--- src/rtl/silife_pkg.sv ---
// Shared constants and enums for the SiLife grid sequencer.
package silife_pkg;

   localparam int unsigned GRID_ROWS    = 8;
   localparam int unsigned GRID_WIDTH   = 8;
   localparam int unsigned GRID_POP_W   = $clog2(GRID_ROWS * GRID_WIDTH + 1);
   localparam int unsigned DEF_PERIOD_W = 16;
   localparam int unsigned GEN_W        = 16;
   localparam int unsigned CMD_GENS_W   = 8;

   typedef enum logic [1:0] {
      OP_LOAD = 2'd0,
      OP_RUN  = 2'd1,
      OP_STOP = 2'd2,
      OP_STEP = 2'd3
   } cmd_op_e;

   typedef enum logic [2:0] {
      ST_IDLE = 3'd0,
      ST_LOAD = 3'd1,
      ST_WAIT = 3'd2,
      ST_STEP = 3'd3,
      ST_SCAN = 3'd4
   } state_e;

endpackage

--- src/rtl/silife_row_scanner.sv ---
// Row-by-row grid readback: popcount, snapshot compare/replace and scan results.
module silife_row_scanner
   import silife_pkg::*;
#(
   parameter int unsigned ROWS    = GRID_ROWS,
   parameter int unsigned WIDTH   = GRID_WIDTH,
   localparam int unsigned ROW_W  = $clog2(ROWS),
   localparam int unsigned POP_W  = $clog2(ROWS * WIDTH + 1)
)(
   input  logic             clk,
   input  logic             reset,
   input  logic             scan_i,
   input  logic [ROW_W-1:0] row_i,
   input  logic [WIDTH-1:0] cells_i,
   output logic [POP_W-1:0] population_o,
   output logic             stable_o,
   output logic             extinct_o,
   output logic             stable_next_c,
   output logic             extinct_next_c
);

   localparam logic [ROW_W-1:0] ROW_LAST = ROW_W'(ROWS - 1);

   logic [WIDTH-1:0] snap_q [ROWS];
   logic [POP_W-1:0] acc_q, acc_d;
   logic [POP_W-1:0] row_pop;
   logic             eq_q, eq_d;
   logic [POP_W-1:0] pop_q;
   logic             stable_q, extinct_q;
   logic             first_row, last_row;

   assign first_row = (row_i == '0);
   assign last_row  = (row_i == ROW_LAST);

   // Live-cell count of the row currently presented by the grid.
   always_comb begin
      row_pop = '0;
      for (int i = 0; i < WIDTH; i++) begin
         row_pop = row_pop + POP_W'(cells_i[i]);
      end
   end

   // Running population and all-rows-equal flag; both restart on row 0.
   always_comb begin
      acc_d = acc_q;
      eq_d  = eq_q;
      if (scan_i) begin
         acc_d = (first_row ? '0 : acc_q) + row_pop;
         eq_d  = (first_row ? 1'b1 : eq_q) && (cells_i == snap_q[row_i]);
      end
   end

   // Results as they will be once the final row is folded in.
   assign stable_next_c  = eq_d;
   assign extinct_next_c = (acc_d == '0);

   // Accumulators, snapshot RAM and result registers.
   always_ff @(posedge clk or posedge reset) begin
      if (reset) begin
         for (int r = 0; r < ROWS; r++) begin
            snap_q[r] <= '0;
         end
         acc_q     <= '0;
         eq_q      <= 1'b0;
         pop_q     <= '0;
         stable_q  <= 1'b0;
         extinct_q <= 1'b0;
      end else begin
         acc_q <= acc_d;
         eq_q  <= eq_d;
         if (scan_i) begin
            snap_q[row_i] <= cells_i;
            if (last_row) begin
               pop_q     <= acc_d;
               stable_q  <= eq_d;
               extinct_q <= (acc_d == '0);
            end
         end
      end
   end

   assign population_o = pop_q;
   assign stable_o     = stable_q;
   assign extinct_o    = extinct_q;

endmodule

--- src/rtl/silife_sequencer.sv ---
// SiLife grid controller: pattern load, timed generation stepping and readback scan.
module silife_sequencer
   import silife_pkg::*;
#(
   parameter int unsigned ROWS     = GRID_ROWS,
   parameter int unsigned WIDTH    = GRID_WIDTH,
   parameter int unsigned PERIOD_W = DEF_PERIOD_W,
   localparam int unsigned ROW_W   = $clog2(ROWS),
   localparam int unsigned POP_W   = $clog2(ROWS * WIDTH + 1)
)(
   input  logic                  clk,
   input  logic                  reset,
   input  logic                  cmd_valid,
   output logic                  cmd_ready,
   input  logic [1:0]            cmd_op,
   input  logic [CMD_GENS_W-1:0] cmd_gens,
   input  logic                  cmd_auto_halt,
   input  logic [PERIOD_W-1:0]   period,
   input  logic                  row_valid,
   output logic                  row_ready,
   input  logic [WIDTH-1:0]      row_data,
   output logic [ROW_W-1:0]      grid_row_select,
   output logic [WIDTH-1:0]      grid_set_cells,
   output logic [WIDTH-1:0]      grid_clear_cells,
   output logic                  grid_enable,
   input  logic [WIDTH-1:0]      grid_cells,
   output logic                  busy,
   output logic [GEN_W-1:0]      gen_count,
   output logic [POP_W-1:0]      population,
   output logic                  stable,
   output logic                  extinct,
   output logic                  done
);

   localparam logic [ROW_W-1:0] ROW_LAST = ROW_W'(ROWS - 1);

   state_e                state_q, state_d;
   logic [ROW_W-1:0]      row_idx_q, row_idx_d;
   logic [PERIOD_W-1:0]   per_cnt_q, per_cnt_d;
   logic [PERIOD_W-1:0]   per_lat_q, per_lat_d;
   logic [CMD_GENS_W-1:0] gens_rem_q, gens_rem_d;
   logic                  bounded_q, bounded_d;
   logic                  auto_halt_q, auto_halt_d;
   logic                  oneshot_q, oneshot_d;
   logic                  stop_pend_q, stop_pend_d;
   logic [GEN_W-1:0]      gen_cnt_q, gen_cnt_d;
   logic                  done_q, done_d;

   logic                  stop_req;
   logic                  scan_strobe;
   logic                  stable_next_c, extinct_next_c;

   // STOP bypasses cmd_ready while running; LOAD must always complete.
   assign stop_req = cmd_valid && (cmd_op_e'(cmd_op) == OP_STOP) &&
                     ((state_q == ST_WAIT) || (state_q == ST_STEP) || (state_q == ST_SCAN));

   // Next-state, grid drive and bookkeeping.
   always_comb begin
      state_d          = state_q;
      row_idx_d        = row_idx_q;
      per_cnt_d        = per_cnt_q;
      per_lat_d        = per_lat_q;
      gens_rem_d       = gens_rem_q;
      bounded_d        = bounded_q;
      auto_halt_d      = auto_halt_q;
      oneshot_d        = oneshot_q;
      stop_pend_d      = stop_pend_q;
      gen_cnt_d        = gen_cnt_q;
      done_d           = 1'b0;
      grid_row_select  = '0;
      grid_set_cells   = '0;
      grid_clear_cells = '0;
      grid_enable      = 1'b0;
      scan_strobe      = 1'b0;

      case (state_q)
         ST_IDLE: begin
            per_cnt_d = '0;
            if (cmd_valid) begin
               case (cmd_op_e'(cmd_op))
                  OP_LOAD: begin
                     state_d   = ST_LOAD;
                     row_idx_d = '0;
                     gen_cnt_d = '0;
                     oneshot_d = 1'b1;
                  end
                  OP_RUN: begin
                     state_d     = ST_WAIT;
                     gens_rem_d  = cmd_gens;
                     bounded_d   = (cmd_gens != '0);
                     auto_halt_d = cmd_auto_halt;
                     per_lat_d   = (period == '0) ? PERIOD_W'(1) : period;
                     oneshot_d   = 1'b0;
                  end
                  OP_STEP: begin
                     state_d   = ST_STEP;
                     bounded_d = 1'b0;
                     oneshot_d = 1'b1;
                  end
                  default: done_d = 1'b1;
               endcase
            end
         end

         ST_LOAD: begin
            grid_row_select = row_idx_q;
            if (row_valid) begin
               grid_set_cells   = row_data;
               grid_clear_cells = ~row_data;
               row_idx_d        = row_idx_q + ROW_W'(1);
               if (row_idx_q == ROW_LAST) begin
                  state_d   = ST_SCAN;
                  row_idx_d = '0;
               end
            end
         end

         ST_WAIT: begin
            if (stop_pend_q || stop_req) begin
               state_d = ST_IDLE;
            end else if (per_cnt_q == per_lat_q - PERIOD_W'(1)) begin
               state_d   = ST_STEP;
               per_cnt_d = '0;
            end else begin
               per_cnt_d = per_cnt_q + PERIOD_W'(1);
            end
         end

         ST_STEP: begin
            grid_enable = 1'b1;
            gen_cnt_d   = gen_cnt_q + GEN_W'(1);
            if (bounded_q) begin
               gens_rem_d = gens_rem_q - CMD_GENS_W'(1);
            end
            if (stop_req) begin
               stop_pend_d = 1'b1;
            end
            state_d   = ST_SCAN;
            row_idx_d = '0;
         end

         ST_SCAN: begin
            grid_row_select = row_idx_q;
            scan_strobe     = 1'b1;
            if (stop_req) begin
               stop_pend_d = 1'b1;
            end
            if (row_idx_q == ROW_LAST) begin
               row_idx_d = '0;
               if (stop_pend_q || stop_req || oneshot_q) begin
                  state_d = ST_IDLE;
               end else if (bounded_q && (gens_rem_q == '0)) begin
                  state_d = ST_IDLE;
               end else if (auto_halt_q && (stable_next_c || extinct_next_c)) begin
                  state_d = ST_IDLE;
               end else begin
                  state_d = ST_WAIT;
               end
            end else begin
               row_idx_d = row_idx_q + ROW_W'(1);
            end
         end

         default: state_d = ST_IDLE;
      endcase

      // Every return to IDLE pulses done and drops any pending STOP.
      if ((state_d == ST_IDLE) && (state_q != ST_IDLE)) begin
         done_d      = 1'b1;
         stop_pend_d = 1'b0;
      end
   end

   // State and datapath registers.
   always_ff @(posedge clk or posedge reset) begin
      if (reset) begin
         state_q     <= ST_IDLE;
         row_idx_q   <= '0;
         per_cnt_q   <= '0;
         per_lat_q   <= '0;
         gens_rem_q  <= '0;
         bounded_q   <= 1'b0;
         auto_halt_q <= 1'b0;
         oneshot_q   <= 1'b0;
         stop_pend_q <= 1'b0;
         gen_cnt_q   <= '0;
         done_q      <= 1'b0;
      end else begin
         state_q     <= state_d;
         row_idx_q   <= row_idx_d;
         per_cnt_q   <= per_cnt_d;
         per_lat_q   <= per_lat_d;
         gens_rem_q  <= gens_rem_d;
         bounded_q   <= bounded_d;
         auto_halt_q <= auto_halt_d;
         oneshot_q   <= oneshot_d;
         stop_pend_q <= stop_pend_d;
         gen_cnt_q   <= gen_cnt_d;
         done_q      <= done_d;
      end
   end

   silife_row_scanner #(
      .ROWS  (ROWS),
      .WIDTH (WIDTH)
   ) u_scanner (
      .clk            (clk),
      .reset          (reset),
      .scan_i         (scan_strobe),
      .row_i          (row_idx_q),
      .cells_i        (grid_cells),
      .population_o   (population),
      .stable_o       (stable),
      .extinct_o      (extinct),
      .stable_next_c  (stable_next_c),
      .extinct_next_c (extinct_next_c)
   );

   assign cmd_ready = (state_q == ST_IDLE);
   assign busy      = (state_q != ST_IDLE);
   assign row_ready = (state_q == ST_LOAD);
   assign gen_count = gen_cnt_q;
   assign done      = done_q;

endmodule

--- config.mk ---
export PLATFORM = sky130hd
export DESIGN_NAME = silife_sequencer
export DESIGN_NICKNAME = d
export VERILOG_FILES = /design/src/rtl/silife_pkg.sv /design/src/rtl/silife_row_scanner.sv /design/src/rtl/silife_sequencer.sv
export SDC_FILE = /design/constraint.sdc
export NUM_CORES = 1
export LEC_CHECK = 0
export ABC_AREA = 1
export BUFFER_PORTS_ARGS = -buffer_cell sky130_fd_sc_hd__buf_4
export CAP_MARGIN = 15
export CORE_AREA = 2 2 164 102
export DETAILED_ROUTE_END_ITERATION = 12
export DIE_AREA = 0 0 166 104
export PLACE_DENSITY = 0.75
export SETUP_SLACK_MARGIN = 0.2
export SLEW_MARGIN = 20
export SYNTH_ARGS = -nofsm -noshare
export SYNTH_HDL_FRONTEND = slang
export SYNTH_SLANG_ARGS = --single-unit
--- constraint.sdc ---
create_clock -name clk -period 8.85 [get_ports clk]
set_input_delay 2.2125 -clock clk [delete_from_list [all_inputs] [get_ports clk]]
set_output_delay 2.2125 -clock clk [all_outputs]
set_load 0.02 [all_outputs]
==> impl_metrics.env, run 1 <==
export IMPL_yosysUniqueCellTypes=46
export IMPL_ys_top_cells_by_count="nand2_1 (308), inv_1 (150), dfrtp_1 (148)"
export IMPL_cp_start_kind="primary input"
export IMPL_grt_pass1_vias=7044
export IMPL_vias=7612
export IMPL_worst_pin_slew_ps=1095
export IMPL_grt_use_met3_pct=5.746
export IMPL_grt_pass1_wl_um=35910
export IMPL_fin_area_sq_um=9970
export IMPL_comb_power_share_pct=40.8
export IMPL_postLayoutCoreUtil_pct=63.06
export IMPL_fin_ws_ps=3011
export IMPL_status="complete, no violations"
export IMPL_p_seq_share_pct=34.7
export IMPL_clk_pin_slew_worst_paths_ps=70
export IMPL_powerDensity_nw_per_um2=291.1
export IMPL_reg2reg_from="row_idx_q[0]"
export IMPL_yosysMostFrequentCell="nand2_1"
export IMPL_setup_violations=0
export IMPL_portBuffers=95
export IMPL_syn2layout_area_growth_pct=17.21
export IMPL_cts_htree_levels=4
export IMPL_syn_inst=1130
export IMPL_ys_ff_latch=148
export IMPL_synth_fp_nets=1205
export IMPL_grt_remaining_overflow=0
export IMPL_end_kind="flip-flop"
export IMPL_detailed_place_hpwl_um=15220
export IMPL_internal_power_mw=1.689
export IMPL_via_per_inst=5.279
export IMPL_drive_above_1_share_pct=13.06
export IMPL_cts_buffers=17
export IMPL_gp_congestion=0.9130
export IMPL_synthFlopType="dfrtp_1"
export IMPL_routed_wl_um=21510
export IMPL_whs_ps=482.4
export IMPL_max_freq_mhz=171.3
export IMPL_arrival_ps=6140
export IMPL_cts_repair_resized=0
export IMPL_synth_yosys_seq_area_share_pct=43.54
export IMPL_synth_edf_count=0
export IMPL_hp_start="u_scanner.snap_q[4]"
export IMPL_finalNetCount=1295
export IMPL_swShare_pct=41.80
export IMPL_min_period_over_period_pct=65.98
export IMPL_track_usage_pct=25.86
export IMPL_use_met2_pct=34.97
export IMPL_vdd_drop_max_uv=202.8
export IMPL_crit_top_cell="nand2_1"
export IMPL_firstDrtPassIters=5
export IMPL_yosysWarnings=0
export IMPL_start_util_pct=53.80
export IMPL_diodes=0
export IMPL_dieArea_sq_um=17260
export IMPL_placed_area_sq_um=9390
export IMPL_cts_setup_buffers=0
export IMPL_ios=96
export IMPL_crit_path_start="grid_cells[0]"
export IMPL_synth_area_leader_cell="dfrtp_1"
export IMPL_rows=36
export IMPL_grt_util_met1_pct=41.11
export IMPL_p_total_mw=2.902
export IMPL_synth_avg_cell_area_sq_um=7.527
export IMPL_min_path_type="reg -> reg"
export IMPL_busiest_layer="met1"
export IMPL_routedWlPerCell_um=14.91
export IMPL_ctsHoldBuffers=0
export IMPL_drtAntennaViolNets=0
export IMPL_switching_power_mw=1.213
export IMPL_crit_path_max_fanout=3
export IMPL_drv_cap=0
export IMPL_finalHoldViolations=0
export IMPL_yosys_top_cells_area="dfrtp_1 (44%), nand2_1 (14%), o21ai_0 (7.2%)"
export IMPL_synth_top_cell_area_share_pct=43.54
export IMPL_dp_cells=1410
export IMPL_drt_iter0_markers=688
export IMPL_cpMaxStageDelayCell="fa_1"
export IMPL_cts_buffer_depth=2
export IMPL_setup_tns_ps=0
export IMPL_slew_headroom_pct=26.70
export IMPL_clock_latency_ps=420
export IMPL_drc_errors=0
export IMPL_fin_crit_ps=5839
export IMPL_drv_slew=0
export IMPL_skew_ps=11.06
export IMPL_die_width_um=166
export IMPL_p_leak_nw=5.317
export IMPL_cp_slowest_stage_delay_ps=540
export IMPL_syn_area_sq_um=8506
export IMPL_cts_tree="yes"
export IMPL_rsz0062_at_grt="no"
export IMPL_crit_chain="buf_4 -> ha_1 -> inv_1 -> fa_1 -> fa_1 -> fa_1 -> inv_1 -> ha_1 -> inv_1 -> fa_1 -> nand3b_1 -> nand3_1 -> nand2_1 -> nand2_1 -> o21ai_0 -> nor3_1 -> nand4_1 -> nand2_1 -> nand2_1 -> nand2_1 -> nand2_1 -> nand2_1 -> a21oi_1"
export IMPL_grt_start_max_net_pins=78
export IMPL_stdcell_count=1442
export IMPL_clock_sinks=148
export IMPL_crit_required_ps=9160
export IMPL_die_height_um=104
export IMPL_p_clk_share_pct=24.5
export IMPL_antenna_found_initial=0
export IMPL_dpl_worst_slack_ps=2637
export IMPL_cts_root_buffer="clkbuf_16"
export IMPL_core_area_sq_um=15810
export IMPL_critPathKind="in -> reg"
export IMPL_async_reset_ff_share_pct=100.0
logic make-up (layout without fill, tap and decap cells):
kind of cell / after synthesis / in the layout / synth area share (%)
flip-flops: 148 / 148 / 43.54
AO/OA/AOI/OAI: 160 / 160 / 10.09
buffers and inverters: 185 / 288 / 8.473
AND/OR/NAND/NOR: 565 / 565 / 28.89
adder cells (fa/ha/maj): 28 / 28 / 4.472
XOR/XNOR: 44 / 44 / 4.531
registers in the layout, indices dropped and copies added (netlist names), 3 cells and up:
name / cells
u_scanner.snap_q: 64
gen_count: 16
per_cnt_q: 16
per_lat_q: 16
gens_rem_q: 8
u_scanner.acc_q: 7
u_scanner.population_o: 7
row_idx_q: 3
state_q: 3
layer usage:
| metal | vias to the layer above | share of wire, % |
|---|---|---|
| met4 | 0 | 1.3 |
| met5 | - | 0 |
| met3 | 27 | 8.7 |
| met1 | 3482 | 51 |
| li1 | 3785 | - |
| met2 | 318 | 39 |
power by group through the flow:
stage               Sequential [mW]  Clock [mW]  Combinational [mW]
global route                   1.03       0.752                1.35
floorplan                     0.984           0               0.884
CTS                            1.00       0.719                1.18
finish                         1.01       0.711                1.19
global placement               1.01           0                1.14
detailed placement             1.01           0                1.17
cells in the final DEF (no fill, tap or decap), drive strengths merged:
cell and n:
nor3b 2, o21bai 1, dfrtp 148, clkbuf 19, o21ai 123, or2 10
nor4 13, nand4 14, a22oi 1, ha 24, and2 1, and3 2
inv 155, nor3 25, nand2 310, o22ai 1, o31ai 1, fa 4
nor2 122, a21o 1, buf 97, a2111oi 1, clkinvlp 3, xnor2 11
nand3 62, a21oi 19, o221ai 1, nand3b 4, a31oi 3, a221oi 1
o211ai 6, xor2 33, clkinv 12, o21a 1, bufinv 2
worst max-delay path, delay by kind of cell:
kind,cells,cell delay [ps]
simple gates,11,1190
buf+inv,4,320
compound gates,2,180
fa+ha+maj,6,2240
layout make-up:
cell class              count  area, sq um
fillers                  1372         5841
multi-input cells         797         4081
flip-flops and latches    148         3704
repair buffers             97        728.2
inverters                 159        615.6
clock buffers              19        452.9
well taps                 209        261.5
clock inverters            13        126.4
final timing paths:
path	end	slack (ps)	cells after the start
min in group asynchronous	u_scanner.population_o[2]	1900	2
setup reg to reg	stop_pend_q	3840	24
hold reg to reg	u_scanner.snap_q[4]	480	2
max in group asynchronous	gen_count[3]	5540	3
setup / recovery	stop_pend_q	3010	23
hold / removal	u_scanner.snap_q[4]	480	2
Note: power is estimated with default switching activity, not from simulation.
==> run 2, diff against run 1 <==
==> constraint.sdc (replaced) <==
create_clock -name clk -period 5.4 [get_ports clk]
set_input_delay 1.35 -clock clk [delete_from_list [all_inputs] [get_ports clk]]
set_output_delay 1.35 -clock clk [all_outputs]
set_load 0.02 [all_outputs]
==> run 2 against run 1 <==
  * Sequential power rose by 63%
  * Global-route usage about the same
  * Clock skew fell by 0.51 ps
  * Via count about the same
  * Die area stayed put
  * Routed wire length increased by 2.0%
  * Cell count up 0.35%
  * Sequential share of layout area is 0.24 points lower
  * Largest power group unchanged
==> impl_metrics.env, run 2 (synthesized netlist as in run 1, its figures left out) <==
export IMPL_clock_sinks=148
export IMPL_crit_top_cell="nand2_1"
export IMPL_powerDensity_nw_per_um2=478.4
export IMPL_drc_errors=0
export IMPL_cts_buffers=17
export IMPL_drt_iter0_markers=701
export IMPL_regMostFlops="u_scanner.snap_q"
export IMPL_dp_cells=1414
export IMPL_gp_congestion=0.9191
export IMPL_clk_pin_slew_worst_paths_ps=70
export IMPL_vias=7610
export IMPL_finalHoldViolations=0
export IMPL_arrival_ps=5290
export IMPL_die_height_um=104
export IMPL_critPathKind="in -> reg"
export IMPL_portBuffers=95
export IMPL_grt_pass1_vias=7046
export IMPL_ctsHoldBuffers=0
export IMPL_status="complete, no violations"
export IMPL_busiest_layer="met1"
export IMPL_syn2layout_area_growth_pct=17.96
export IMPL_routedWlPerCell_um=15.16
export IMPL_diodes=0
export IMPL_grt_start_max_net_pins=108
export IMPL_final_common_cell="nand2_1"
export IMPL_crit_chain="buf_4 -> ha_1 -> inv_1 -> fa_1 -> fa_1 -> fa_1 -> inv_1 -> ha_1 -> inv_1 -> fa_2 -> nand3b_1 -> nand3_1 -> nand2_1 -> nand2_1 -> o21ai_1 -> nor3_2 -> nand4_1 -> nand2_1 -> nand2_1 -> nand2_1 -> nand2_1 -> nand2_1 -> a21oi_1"
export IMPL_slew_headroom_pct=30.27
export IMPL_crit_required_ps=5700
export IMPL_drv_slew=0
export IMPL_cts_buffer_depth=2
export IMPL_drtAntennaViolNets=0
export IMPL_via_per_inst=5.259
export IMPL_end_kind="flip-flop"
export IMPL_p_leak_nw=5.347
export IMPL_max_freq_mhz=200.4
export IMPL_whs_ps=476.9
export IMPL_worst_pin_slew_ps=1042
export IMPL_routed_wl_um=21940
export IMPL_grt_util_met1_pct=40.79
export IMPL_crit_path_max_fanout=3
export IMPL_min_period_over_period_pct=92.41
export IMPL_antenna_found_initial=0
export IMPL_placed_area_sq_um=9432
export IMPL_cts_htree_levels=4
export IMPL_use_met2_pct=35.54
export IMPL_rows=36
export IMPL_core_area_sq_um=15810
export IMPL_track_usage_pct=25.89
export IMPL_vdd_drop_max_uv=293.9
export IMPL_finalNetCount=1300
export IMPL_ios=96
export IMPL_die_width_um=166
export IMPL_cts_tree="yes"
export IMPL_grt_pass1_wl_um=35950
export IMPL_stdcell_count=1447
export IMPL_min_path_type="reg -> reg"
export IMPL_largest_reg_flops=64
export IMPL_cts_root_buffer="clkbuf_16"
export IMPL_cp_slowest_stage_delay_ps=530
export IMPL_firstDrtPassIters=6
export IMPL_postLayoutCoreUtil_pct=63.46
export IMPL_dieArea_sq_um=17260
export IMPL_start_util_pct=53.80
export IMPL_skew_ps=10.55
export IMPL_grt_use_met3_pct=5.632
export IMPL_setup_violations=0
export IMPL_final_cell_mix="nand2_1 (308), inv_1 (149), dfrtp_1 (148)"
export IMPL_fin_crit_ps=4990
export IMPL_fin_area_sq_um=10030
export IMPL_cpMaxStageDelayCell="fa_1"
export IMPL_grt_remaining_overflow=0
export IMPL_rsz0062_at_grt="no"
export IMPL_cp_start_kind="primary input"
export IMPL_drv_cap=0
export IMPL_detailed_place_hpwl_um=15390
export IMPL_drive_above_1_share_pct=13.65
export IMPL_clock_latency_ps=420
-- run 2: critical path, delay by kind of cell --
kind	cells	cell delay, ps
and+or+nand+nor	11	1240
adders and majority gates	6	2200
buffers and inverters	4	320
AOI/OAI and AO/OA	2	170
-- run 2: cell type report --
type                            count  area (sq um)
Multi-Input combinational cell    797          4096
Tap cell                          209         261.5
Clock inverter                     14         140.1
Clock buffer                       18         439.2
Fill cell                        1363          5777
Timing Repair Buffer              102         778.2
Inverter                          159         614.3
Sequential cell                   148          3704
-- run 2: through the flow --
step | setup WS, ps | power (mW) | setup TNS, ps
finish | 409.9 | 4.800 | 0
global route | 174.6 | 5.168 | 0
detailed placement | -87.64 | 3.582 | -191.9
floorplan | 564.4 | 3.061 | 0
global placement | 111.7 | 3.519 | 0
CTS | 241.4 | 4.777 | 0
-- run 2: what timing repair did --
item | 4_1_cts | 5_1_grt
buffers inserted | 0 | 1
gates resized for setup | 0 | 4
setup endpoints to repair | 0 | 3
-- run 2: final timing paths --
path / depth (start not counted) / slack [ps] / endpoint / startpoint
hold reg to reg: 2 / 480 / u_scanner.population_o[2] / u_scanner.population_o[2]
max in group asynchronous: 3 / 3190 / state_q[0] / reset
hold / removal: 2 / 480 / u_scanner.population_o[2] / u_scanner.population_o[2]
setup reg to reg: 23 / 1460 / stop_pend_q / row_idx_q[1]
setup / recovery: 23 / 410 / stop_pend_q / grid_cells[0]
min in group asynchronous: 2 / 1130 / u_scanner.acc_q[4] / reset
-- run 2: power by group --
part	internal [mW]	switching [mW]
registers	1.42	0.229
logic	0.694	1.27
clock network	0.661	0.522
-- run 2: metal layers --
metal / part of all wire, % / vias to the layer above
li1: - / 3780
met1: 50 / 3494
met2: 40 / 312
met3: 8.6 / 24
met4: 1.2 / 0
met5: 0 / -
==> run 3, diff against run 2 <==
--- a/config.mk
+++ b/config.mk
@@ -11,7 +11,8 @@
 export CORE_AREA = 2 2 164 102
 export DETAILED_ROUTE_END_ITERATION = 12
 export DIE_AREA = 0 0 166 104
-export PLACE_DENSITY = 0.75
+export GPL_ROUTABILITY_DRIVEN = 0
+export PLACE_DENSITY = 0.81
 export SETUP_SLACK_MARGIN = 0.2
 export SLEW_MARGIN = 20
 export SYNTH_ARGS = -nofsm -noshare
==> run 3 against run 2 <==
  * Cell count unchanged
  * Largest power group unchanged
  * Non-clock buffer count unchanged
  * Sequential power about the same
  * Clock skew increased by 2.3 ps
  * Via count increased by 1.5%
  * Clock power about the same
  * Critical path depth unchanged
  * Largest cell class unchanged
  * Sequential share of layout area about the same
  * Clock-buffer cell count increased by 1
  * Global-route usage decreased by 0.099 points
  * Hold slack improved by 4.2 ps
==> impl_metrics.env, run 3 (synthesized netlist as in run 1, its figures left out) <==
export IMPL_clock_sinks=148
export IMPL_crit_top_cell="nand2_1"
export IMPL_setup_tns_ps=0
export IMPL_fin_ws_ps=435.8
export IMPL_grt_pass1_wl_um=36110
export IMPL_finalHoldViolations=0
export IMPL_cts_setup_buffers=0
export IMPL_wl_met3_um=1925
export IMPL_portBuffers=95
export IMPL_crit_family="adder cells"
export IMPL_cp_slowest_stage_delay_ps=520
export IMPL_vias=7725
export IMPL_max_freq_mhz=201.4
export IMPL_die_width_um=166
export IMPL_swShare_pct=41.54
export IMPL_dpl_worst_slack_ps=-18.25
export IMPL_track_usage_pct=25.79
export IMPL_crit_chain="buf_4 -> ha_1 -> inv_1 -> fa_1 -> fa_1 -> fa_1 -> inv_1 -> ha_1 -> inv_1 -> fa_1 -> nand3b_1 -> nand3_1 -> nand2_1 -> nand2_1 -> o21ai_1 -> nor3_2 -> nand4_1 -> nand2_1 -> nand2_1 -> nand2_1 -> nand2_1 -> nand2_1 -> a21oi_1"
export IMPL_min_path_type="reg -> reg"
export IMPL_wl_met1_um=10510
export IMPL_setup_violations=0
export IMPL_critPathKind="in -> reg"
export IMPL_die_height_um=104
export IMPL_via_per_inst=5.339
export IMPL_ios=96
export IMPL_drtAntennaViolNets=0
export IMPL_wl_met2_um=9012
export IMPL_fin_area_sq_um=10040
export IMPL_cpMaxStageDelayCell="fa_1"
export IMPL_largest_reg_flops=64
export IMPL_switching_power_mw=1.986
export IMPL_drv_slew=0
export IMPL_grt_start_max_net_pins=101
export IMPL_p_seq_share_pct=34.6
export IMPL_p_clk_share_pct=24.2
export IMPL_placed_area_sq_um=9432
export IMPL_rows=36
export IMPL_routedWlPerCell_um=14.98
export IMPL_status="complete, no violations"
export IMPL_drv_cap=0
export IMPL_comb_power_share_pct=41.3
export IMPL_grt_remaining_overflow=0
export IMPL_routed_wl_um=21670
export IMPL_top_layer_used="met4"
export IMPL_fin_crit_ps=4964
export IMPL_slew_headroom_pct=29.14
export IMPL_worst_pin_slew_ps=1059
export IMPL_core_area_sq_um=15810
export IMPL_firstDrtPassIters=5
export IMPL_internal_power_mw=2.796
export IMPL_crit_required_ps=5690
export IMPL_cts_tree="yes"
export IMPL_grt_pass1_vias=7276
export IMPL_antenna_found_initial=0
export IMPL_drc_errors=0
export IMPL_rsz0062_at_grt="no"
export IMPL_clk_pin_slew_worst_paths_ps=60
export IMPL_powerDensity_nw_per_um2=476.1
export IMPL_cts_root_buffer="clkbuf_16"
export IMPL_drive_above_1_share_pct=13.49
export IMPL_vdd_drop_max_uv=246.8
export IMPL_p_total_mw=4.782
export IMPL_cts_buffers=17
export IMPL_cts_buffer_depth=2
export IMPL_end_kind="flip-flop"
export IMPL_dieArea_sq_um=17260
export IMPL_finalNetCount=1300
export IMPL_final_common_cell="nand2_1"
export IMPL_detailed_place_hpwl_um=15370
export IMPL_cts_htree_levels=4
export IMPL_cp_start_kind="primary input"
export IMPL_whs_ps=481.1
export IMPL_crit_path_max_fanout=3
export IMPL_ctsHoldBuffers=0
export IMPL_p_leak_nw=5.342
export IMPL_cp_num_buf_inv=4
export IMPL_clock_latency_ps=420
export IMPL_min_period_over_period_pct=91.93
export IMPL_final_cell_mix="nand2_1 (308), inv_1 (149), dfrtp_1 (148)"
export IMPL_syn2layout_area_growth_pct=18.09
export IMPL_start_util_pct=53.80
export IMPL_diodes=0
export IMPL_arrival_ps=5250
export IMPL_regMostFlops="u_scanner.snap_q"
export IMPL_skew_ps=12.88
export IMPL_drt_iter0_markers=697
-- run 3: changes by cell type in the layout (fill, tap and decap cells not counted), moves of 2 or more --
cell	delta
clkinvlp_4	+3
inv_6	-6
clkinv_2	+3
clkbuf_1	+2
-- run 3: final timing paths --
kind	cells after the start	from	slack (ps)	to
max	23	grid_cells[0]	440	stop_pend_q
min	2	u_scanner.snap_q[59]	480	u_scanner.snap_q[59]
max reg2reg	23	row_idx_q[1]	1380	stop_pend_q
min reg2reg	2	u_scanner.snap_q[59]	480	u_scanner.snap_q[59]
max in group asynchronous	3	reset	3490	per_lat_q[4]
min in group asynchronous	2	reset	1010	u_scanner.acc_q[3]
-- run 3: power by group through the flow --
| stage | Sequential (mW) | Clock [mW] | Combinational (mW) |
|---|---|---|---|
| 2_1_floorplan | 1.61 | 0 | 1.45 |
| 4_1_cts | 1.64 | 1.17 | 1.95 |
| 3_3_place_gp | 1.65 | 0 | 1.86 |
| 3_5_place_dp | 1.66 | 0 | 1.93 |
| 6_report | 1.65 | 1.16 | 1.97 |
| 5_1_grt | 1.69 | 1.22 | 2.25 |
-- run 3: repair_timing --
action,CTS,global route
resized for setup,0,3
hold endpoints to repair,0,0
setup endpoints to repair,0,3
-- run 3: layout make-up --
class                      instances  area, sq um
clock buffer                      19        432.9
inverter                         159        614.3
timing repair buffer             102        798.3
clock inverter                    13        135.1
fill                            1333         5766
multi-input combinational        797         4099
tap                              209        261.5
sequential                       148         3704
-- run 3: worst register-to-register path, delay by kind of cell, from the launching register on --
| family | cells | cell delay (ps) |
|---|---|---|
| adders and majority gates | 5 | 1550 |
| AOI/OAI and AO/OA | 2 | 170 |
| and+or+nand+nor | 13 | 1480 |
| DFF | 1 | 420 |
| buffers and inverters | 3 | 290 |
-- run 3: per-layer routing --
metal / GRT usage, % / up-vias
li1: - / 3792
met1: 39.56 / 3572
met2: 36.93 / 337
met3: 5.365 / 24
met4: 6.957 / 0
met5: 0 / -
-- run 3: metrics by stage --
step	utilization, %	std cells
floorplan	-	1130
global placement	59.66	1414
finish	63.53	1447
CTS	63.25	1446
global route	63.53	1447
detailed placement	59.66	1414
